## src/rtl/mdu_pkg.sv

```systemverilog
// Shared definitions for the HI/LO multiply-divide unit:
// op encodings, FSM state encoding, divider constants, helpers.
package mdu_pkg;

  localparam int DIV_ITERS = 32;
  localparam int CNT_W     = 5;

  typedef enum logic [2:0] {
    OP_MULT  = 3'b000,
    OP_MULTU = 3'b001,
    OP_DIV   = 3'b010,
    OP_DIVU  = 3'b011,
    OP_MTHI  = 3'b100,
    OP_MTLO  = 3'b101,
    OP_NOP0  = 3'b110,
    OP_NOP1  = 3'b111
  } op_e;

  typedef enum logic [1:0] {
    ST_IDLE = 2'b00,
    ST_MUL  = 2'b01,
    ST_DIV  = 2'b10,
    ST_FIX  = 2'b11
  } state_e;

  // Two's-complement negate when n is set.
  function automatic logic [31:0] neg_if(
    input logic        n,
    input logic [31:0] v
  );
    return n ? (~v + 32'd1) : v;
  endfunction

endpackage

```

## src/rtl/mult_div_unit_divider.sv

```systemverilog
// Iterative restoring divider: one quotient bit per step.
// Ports: clk, rst_n, load, step, dividend, divisor, quotient, remainder.
module mdu_divider
  import mdu_pkg::*;
#(
  parameter int WIDTH = 32
) (
  input  logic             clk,
  input  logic             rst_n,
  input  logic             load,
  input  logic             step,
  input  logic [WIDTH-1:0] dividend,
  input  logic [WIDTH-1:0] divisor,
  output logic [WIDTH-1:0] quotient,
  output logic [WIDTH-1:0] remainder
);

  logic [WIDTH-1:0] rem_q, rem_d;
  logic [WIDTH-1:0] quo_q, quo_d;
  logic [WIDTH-1:0] dvs_q, dvs_d;
  logic [WIDTH:0]   shifted;
  logic [WIDTH-1:0] diff;
  logic             ge;

  // The quotient register doubles as the dividend shifter:
  // its MSB feeds the partial remainder each step.
  always_comb begin
    rem_d   = rem_q;
    quo_d   = quo_q;
    dvs_d   = dvs_q;
    shifted = {rem_q, quo_q[WIDTH-1]};
    ge      = shifted >= {1'b0, dvs_q};
    // True difference is < 2^WIDTH when ge, so modulo math is exact.
    diff    = shifted[WIDTH-1:0] - dvs_q;
    if (load) begin
      rem_d = '0;
      quo_d = dividend;
      dvs_d = divisor;
    end else if (step) begin
      rem_d = ge ? diff : shifted[WIDTH-1:0];
      quo_d = {quo_q[WIDTH-2:0], ge};
    end
  end

  always_ff @(posedge clk or negedge rst_n) begin
    if (!rst_n) begin
      rem_q <= '0;
      quo_q <= '0;
      dvs_q <= '0;
    end else begin
      rem_q <= rem_d;
      quo_q <= quo_d;
      dvs_q <= dvs_d;
    end
  end

  assign quotient  = quo_q;
  assign remainder = rem_q;

endmodule

```

## src/rtl/mult_div_unit.sv

```systemverilog
// HI/LO multiply-divide unit: 2-edge MULT/MULTU, 34-edge DIV/DIVU.
// Ports: clk, rst_n, start, op, a, b, abort -> busy, done, hi, lo.
module mult_div_unit
  import mdu_pkg::*;
#(
  parameter int WIDTH = 32
) (
  input  logic             clk,
  input  logic             rst_n,
  input  logic             start,
  input  logic [2:0]       op,
  input  logic [WIDTH-1:0] a,
  input  logic [WIDTH-1:0] b,
  input  logic             abort,
  output logic             busy,
  output logic             done,
  output logic [WIDTH-1:0] hi,
  output logic [WIDTH-1:0] lo
);

  state_e           state_q, state_d;
  logic [CNT_W-1:0] cnt_q, cnt_d;
  logic [WIDTH-1:0] hi_q, hi_d;
  logic [WIDTH-1:0] lo_q, lo_d;
  logic [WIDTH-1:0] ma_q, ma_d;
  logic [WIDTH-1:0] mb_q, mb_d;
  logic             sgn_q, sgn_d;
  logic             qneg_q, qneg_d;
  logic             rneg_q, rneg_d;
  logic             dz_q, dz_d;
  logic             done_q, done_d;

  logic             is_mul, is_div;
  logic             is_mthi, is_mtlo;
  logic             op_sgn;
  logic [WIDTH-1:0] dvd_in, dvs_in;
  logic             div_load, div_step;
  logic [WIDTH-1:0] quo, rem;
  logic [63:0]      ma_x, mb_x, prod;

  assign is_mul  = (op == OP_MULT) || (op == OP_MULTU);
  assign is_div  = (op == OP_DIV)  || (op == OP_DIVU);
  assign is_mthi = (op == OP_MTHI);
  assign is_mtlo = (op == OP_MTLO);
  assign op_sgn  = (op == OP_MULT) || (op == OP_DIV);

  // Divider works on magnitudes; signs are restored in FIX.
  assign dvd_in = neg_if(op_sgn & a[WIDTH-1], a);
  assign dvs_in = neg_if(op_sgn & b[WIDTH-1], b);

  // Low 64 bits of the extended product are exact for both
  // signed and unsigned operands.
  assign ma_x = sgn_q ? {{32{ma_q[WIDTH-1]}}, ma_q} : {32'd0, ma_q};
  assign mb_x = sgn_q ? {{32{mb_q[WIDTH-1]}}, mb_q} : {32'd0, mb_q};
  assign prod = ma_x * mb_x;

  mdu_divider #(.WIDTH(WIDTH)) u_div (
    .clk       (clk),
    .rst_n     (rst_n),
    .load      (div_load),
    .step      (div_step),
    .dividend  (dvd_in),
    .divisor   (dvs_in),
    .quotient  (quo),
    .remainder (rem)
  );

  always_comb begin
    state_d  = state_q;
    cnt_d    = cnt_q;
    hi_d     = hi_q;
    lo_d     = lo_q;
    ma_d     = ma_q;
    mb_d     = mb_q;
    sgn_d    = sgn_q;
    qneg_d   = qneg_q;
    rneg_d   = rneg_q;
    dz_d     = dz_q;
    done_d   = 1'b0;
    div_load = 1'b0;
    div_step = 1'b0;
    if (abort) begin
      state_d = ST_IDLE;
      cnt_d   = '0;
    end else begin
      unique case (state_q)
        ST_IDLE: begin
          if (start) begin
            unique case (1'b1)
              is_mul: begin
                ma_d    = a;
                mb_d    = b;
                sgn_d   = op_sgn;
                state_d = ST_MUL;
              end
              is_div: begin
                sgn_d    = op_sgn;
                qneg_d   = op_sgn & (a[WIDTH-1] ^ b[WIDTH-1]);
                rneg_d   = op_sgn & a[WIDTH-1];
                dz_d     = (b == '0);
                div_load = 1'b1;
                cnt_d    = '0;
                state_d  = ST_DIV;
              end
              is_mthi: hi_d = a;
              is_mtlo: lo_d = a;
              default: ;
            endcase
          end
        end
        ST_MUL: begin
          {hi_d, lo_d} = prod;
          done_d       = 1'b1;
          state_d      = ST_IDLE;
        end
        ST_DIV: begin
          div_step = 1'b1;
          cnt_d    = cnt_q + 1'b1;
          if (cnt_q == CNT_W'(DIV_ITERS - 1))
            state_d = ST_FIX;
        end
        ST_FIX: begin
          // Divide by zero: magnitude remainder is |A|, so the
          // dividend-sign fixup already yields Hi=A.
          lo_d    = dz_q ? '1 : neg_if(qneg_q, quo);
          hi_d    = neg_if(rneg_q, rem);
          done_d  = 1'b1;
          state_d = ST_IDLE;
        end
        default: state_d = ST_IDLE;
      endcase
    end
  end

  always_ff @(posedge clk or negedge rst_n) begin
    if (!rst_n) begin
      state_q <= ST_IDLE;
      cnt_q   <= '0;
      hi_q    <= '0;
      lo_q    <= '0;
      ma_q    <= '0;
      mb_q    <= '0;
      sgn_q   <= 1'b0;
      qneg_q  <= 1'b0;
      rneg_q  <= 1'b0;
      dz_q    <= 1'b0;
      done_q  <= 1'b0;
    end else begin
      state_q <= state_d;
      cnt_q   <= cnt_d;
      hi_q    <= hi_d;
      lo_q    <= lo_d;
      ma_q    <= ma_d;
      mb_q    <= mb_d;
      sgn_q   <= sgn_d;
      qneg_q  <= qneg_d;
      rneg_q  <= rneg_d;
      dz_q    <= dz_d;
      done_q  <= done_d;
    end
  end

  assign busy = (state_q != ST_IDLE);
  assign done = done_q;
  assign hi   = hi_q;
  assign lo   = lo_q;

endmodule
```

## config.mk

```make
export PLATFORM = sky130hd
export DESIGN_NAME = mult_div_unit
export DESIGN_NICKNAME = d
export VERILOG_FILES = /design/src/rtl/mdu_pkg.sv /design/src/rtl/mult_div_unit_divider.sv /design/src/rtl/mult_div_unit.sv
export SDC_FILE = /design/constraint.sdc
export NUM_CORES = 2
export LEC_CHECK = 0
export ABC_AREA = 1
export BUFFER_PORTS_ARGS = -buffer_cell sky130_fd_sc_hd__buf_2
export CAP_MARGIN = 20
export CORE_MARGIN = 8
export CORE_UTILIZATION = 35
export CTS_BUF_LIST = sky130_fd_sc_hd__clkbuf_16
export DETAILED_ROUTE_END_ITERATION = 7
export GPL_ROUTABILITY_DRIVEN = 0
export SETUP_SLACK_MARGIN = 0.5
export SLEW_MARGIN = 20
export SYNTH_ARGS = -nofsm -noshare
export SYNTH_HDL_FRONTEND = slang
export SYNTH_SLANG_ARGS = --single-unit
```

## constraint.sdc

```tcl
create_clock -name clk -period 8.7 [get_ports clk]
set_clock_uncertainty 0.15 [all_clocks]
set_input_delay 1.74 -clock clk [delete_from_list [all_inputs] [get_ports clk]]
set_output_delay 1.74 -clock clk [all_outputs]
set_load 0.02 [all_outputs]
```

Word level (Yosys, flattened, before mapping):

Index checks and enable logic that the tools add are counted.
W data, S select, Z words.

* logic and storage cells: 101
* flip-flop bits (word level): 236
* input port bits: 71
* output and inout bits: 66

* add/subtract/negate cells: 6
* magnitude comparators: 1
* eq/ne operators: 16
* reductions and logical operators: 19
* muxes and demuxes: 35
* bitwise logic cells: 9
* multiply operators: 1

Operators by type and width (number)
* $mux W32: 14
* $pmux W32 S3: 2
* $add A32 B1 Y32 const B: 4
* $mux W64: 2
* $not A32 Y32: 4
* $mul A64 B64 Y64: 1
* $ge A33 B32 Y1: 1
* $logic_not A32 Y1: 1
* $sub A32 B32 Y32: 1
* $reduce_and A4 Y1: 5
* $mux W5: 3
* $pmux W5 S2: 1
* $ne A3 B3 Y1 const B: 3
* $mux W1: 8
* $eq A3 B2 Y1 const B: 2
* $eq A3 B3 Y1 const B: 2
* $mux W2: 3
* $ne A2 B2 Y1 const B: 3
* $pmux W2 S3: 1
* $reduce_and A3 Y1: 2
* $reduce_bool A3 Y1: 2
* $add A5 B1 Y5 const B: 1
* $eq A5 B5 Y1 const B: 1
* $eq A2 B2 Y1 const B: 2
* 12 further kinds: 18

Depth between registers and ports, before layout:

* depth after elaboration: 7
* mapped depth: 40
* mapped depth without buffers: 39

Hierarchy:

From an unflattened synthesis, not the netlist that was laid out.

* cell total of the unflattened synthesis: 8613
* area total of the unflattened synthesis: 66347.4 sq um

By module, submodules not included
* mult_div_unit: area each 59455.8 sq um, seq. area each 3503.4 sq um, cells an instance 7564, times used 1
* mdu_divider: area each 6891.6 sq um, seq. area each 2402.3 sq um, cells an instance 1049, times used 1

Least setup slack after synthesis:

Ideal clock, no wire load.

* path type: register -> register
* from: reg sgn_q
* to: reg hi_q[31] (netlist: hi[31])
* arrival time: 8490 ps
* path slack: -13 ps
* cell stages (with the launch flop): 32
* clock period less this slack: 8713 ps
* data required time: 8477 ps
* library setup time: 73 ps
* path buffers: 1
* path through: dfrtp_1 > inv_2 > clkbuf_1 > nor2_1 > fa_1 > inv_1 > fa_1 > inv_1 > fa_1 > inv_1 > fa_1 > inv_1 > fa_1 > fa_1 > fa_1 > inv_1 > fa_1 > inv_1 > fa_1 > inv_1 > fa_1 > inv_1 > ha_1 > a21oi_1 > nor3_1 > nor4_1 > nand3_1 > a21oi_1 > inv_1 > nand2_1 > nand3_1 > a21oi_2

* longest elaborated chain between the ends: 3
* elaborated cells between the ends (all ways): 4
* classes of those cells: mul (1); mux (3)

RTL lines
* start, declared: RTL line mult_div_unit.sv:27 `logic sgn_q, sgn_d;`
* start signal, assigned: RTL line mult_div_unit.sv:155 `sgn_q <= sgn_d;`
* $mux W64, on equally long branches: RTL line mult_div_unit.sv:53, mult_div_unit.sv:54
* $mul A64 B64 Y64 (*): RTL line mult_div_unit.sv:55 `assign prod = ma_x * mb_x;`
* $pmux W32 S3 (*): RTL line mult_div_unit.sv:86 `unique case (state_q)`
* end signal, assigned: RTL line mult_div_unit.sv:151 `hi_q <= hi_d;`
* end, declared: RTL line mult_div_unit.sv:23 `logic [WIDTH-1:0] hi_q, hi_d;`

Every way passes the cells marked *; elsewhere a longest branch is shown, timed or not.
A chain may end at the register's enable or synchronous reset.

Final worst setup path:

* from: reg sgn_q
* to: reg hi_q[23] (netlist: hi[23])

Same word-level chain as after synthesis.

==> impl_metrics.json <==
{
  "status": "finished, violations left",
  "violations": "DRC",
  "grt_max_degree": 127,
  "final_cells": 11320,
  "rows": 158,
  "hold_viol": 0,
  "final.period_utilization_pct": 97.95,
  "yosys_register_bits": 236,
  "ios": 137,
  "timing.hold.ws_ns": 0.3366,
  "viasPerCell": 5.037,
  "core_area_sq_um": 185000,
  "dr.pass1.iters": 8,
  "ys_seq_area_share_pct": 9.076,
  "worst_ep_required_time_ns": 9.05,
  "finalSetupTns_ns": 0,
  "rr_worst_depth": 32,
  "syn_nets": 10120,
  "async_flop_share_pct": 100.0,
  "setup_viol": 0,
  "ys.flop_type": "dfrtp_1",
  "wirelength_microns": 236800,
  "worstPathMaxFanout": 8,
  "synth_area_leaders": "fa_1 (44%), inv_1 (14%), nand2_1 (9.9%), dfrtp_1 (9.1%), ha_1 (6.7%)",
  "htreeDepth": 2,
  "min_period_ns": 8.522,
  "synth_edf_count": 0,
  "nets": 10640,
  "dr.first_iter.drc_count": 5214,
  "slew_headroom_pct": 16.15,
  "synth.largest_area_cell": "fa_1",
  "cts_hold_buf": 0,
  "drive_gt1_share_pct": 19.09,
  "slowest_stage": "fa_2",
  "clock_latency_ns": 0.59,
  "hp-class": "flop to flop",
  "grt_pass1_vias": 60250,
  "clockRootBuffer": "clkbuf_16",
  "remaining_drc_errors": 5,
  "rsz0062_at_grt": "true",
  "antenna_found_initial": 12,
  "clkSinkCount": 236,
  "maxCapViolCount": 0,
  "crit_arrival_ns": 8.87,
  "min_path_cells": 2,
  "worst_setup_path_start_kind": "flop",
  "synth_top_area_share_pct": 43.69,
  "maxSlewViolCount": 0,
  "final_antenna_net_count": 0,
  "yosysWarnings": 0,
  "num_vias": 57000,
  "hpwlAfterDp_microns": 195800,
  "grt_pass1_wl_microns": 360500,
  "die_area_sq_um": 200000,
  "wire_per_inst_microns": 20.92,
  "start_util_pct": 35.17,
  "cts_tree": "built",
  "slowest_delay_ns": 0.65,
  "worstSetupPathType": "flop to flop",
  "grt_usage_pct": 23.36,
  "area_growth_pct": 20.49,
  "syn-mean-instance-area_sq_um": 7.857,
  "synthCells": 8282,
  "worstSetupEndpointType": "flop",
  "io_buffers": 136,
  "tightest_slew_ns": 1.245,
  "die_w_microns": 447.2,
  "fmax_ghz": 0.1173,
  "chipHeight_microns": 447.2,
  "clk_path_buf_depth": 3,
  "grt_overflow": 0,
  "clkTransAtPathRegs_ns": 0.06,
  "synthDistinctLibCells": 63,
  "place_inst": 11110,
  "cts_buffers": 34,
  "syn_area_sq_um": 65070,
  "fillers": 18310
}
## final timing paths
| check | from | to | slack [ns] |
|---|---|---|---|
| max reg2reg | sgn_q | hi[23] | 0.18 |
| max in group asynchronous | rst_n | sgn_q | 6.24 |
| min | u_div.dvs_q[8] | u_div.dvs_q[8] | 0.34 |
| min reg2reg | u_div.dvs_q[8] | u_div.dvs_q[8] | 0.34 |
| min in group asynchronous | rst_n | state_q[0] | 0.89 |
| max | sgn_q | hi[23] | 0.18 |
## worst max-delay path: cells and delay by family, from the launching register on
family	cells	cell delay, ns
fa+ha+maj	11	5.50
buf+inv	12	1.08
simple gates	8	1.06
flops	1	0.43
compound gates	1	0.17
## through the flow
step | util [%] | area, sq um | worst slack (ns)
global route | 42.36 | 78380 | -0.05268
CTS | 41.06 | 75980 | 0.2774
finish | 42.37 | 78410 | 0.1784
global placement | 39.23 | 72590 | -0.3465
floorplan | - | 65110 | 0.5054
detailed placement | 39.24 | 72610 | -0.3783
## kinds of logic (layout without fill, tap and decap cells)
group | after synthesis | count (layout) | share of synthesized area, %
buffers and inverters | 2865 | 3408 | 16.60
and+or+nand+nor | 2539 | 2539 | 15.85
adders and majority gates | 1766 | 1766 | 50.34
AOI/OAI and AO/OA | 772 | 772 | 6.697
DFF | 236 | 236 | 9.076
xor gates and xnor gates | 93 | 93 | 1.252
muxes | 11 | 11 | 0.1904
other | 0 | 12 | 0
## layout make-up
| class | count | area [sq um] | share of cell area [%] |
|---|---|---|---|
| sequential | 236 | 5921 | 7.551 |
| tap | 2480 | 3103 | 3.957 |
| antenna | 12 | 30.03 | 0.03830 |
| clock buffer | 34 | 850.8 | 1.085 |
| timing repair buffer | 835 | 7397 | 9.434 |
| multi-input combinational | 5181 | 51440 | 65.60 |
| clock inverter | 25 | 205.2 | 0.2617 |
| inverter | 2514 | 9463 | 12.07 |
## sequential cells by signal, indices dropped and copies added (netlist names)
name	cells
u_div.dvs_q	32
state_q	2
sgn_q	1
u_div.remainder	32
mb_q	32
done	1
ma_q	32
qneg_q	1
dz_q	1
hi	32
cnt_q	5
u_div.quotient	32
lo	32
rneg_q	1
## Yosys cell counts (22+ instances only)
cell type  number
a31oi_1        22
fa_1         1420
xnor2_1        26
ha_1          346
o221ai_1       34
nor3_1         57
o21ai_0       317
clkbuf_1      324
o211ai_1       22
nand3_1       197
xor2_1         67
nor2_1        440
nand2_1      1712
dfrtp_1       236
inv_1        2505
nand4_1        40
a21oi_1       258
## layout by cell type (no fill, tap or decap), drive strengths merged, types with 18 or more instances in the layout
cell,synthesis,layout
inv,2512,2519
nand2,1720,1720
fa,1420,1420
buf,27,829
nor2,458,458
ha,346,346
o21ai,344,344
a21oi,264,264
dfrtp,236,236
nand3,204,204
xor2,67,67
nor3,60,60
nand4,42,42
clkbuf,324,38
o221ai,34,34
xnor2,26,26
o211ai,22,22
a31oi,22,22
or2,19,19
o21bai,19,19
nor4,18,18
## layer usage
layer	vias to the layer above	wire length [microns]	GRT usage, %
met4	4	13060	9.806
met3	592	22610	5.074
met1	28670	93860	30.59
met2	2811	107200	37.53
met5	-	23	0
li1	24920	-	-
## repair_timing
action | 4_1_cts | 5_1_grt
gates resized for setup | 479 | 524
endpoints found under the setup margin | 46 | 50
setup buffers | 69 | 56
pin swaps | 222 | 234
gates cloned | 6 | 4
Power is not shown: default switching activity piles up to over one toggle a cycle in this logic, so the estimate is an artifact.
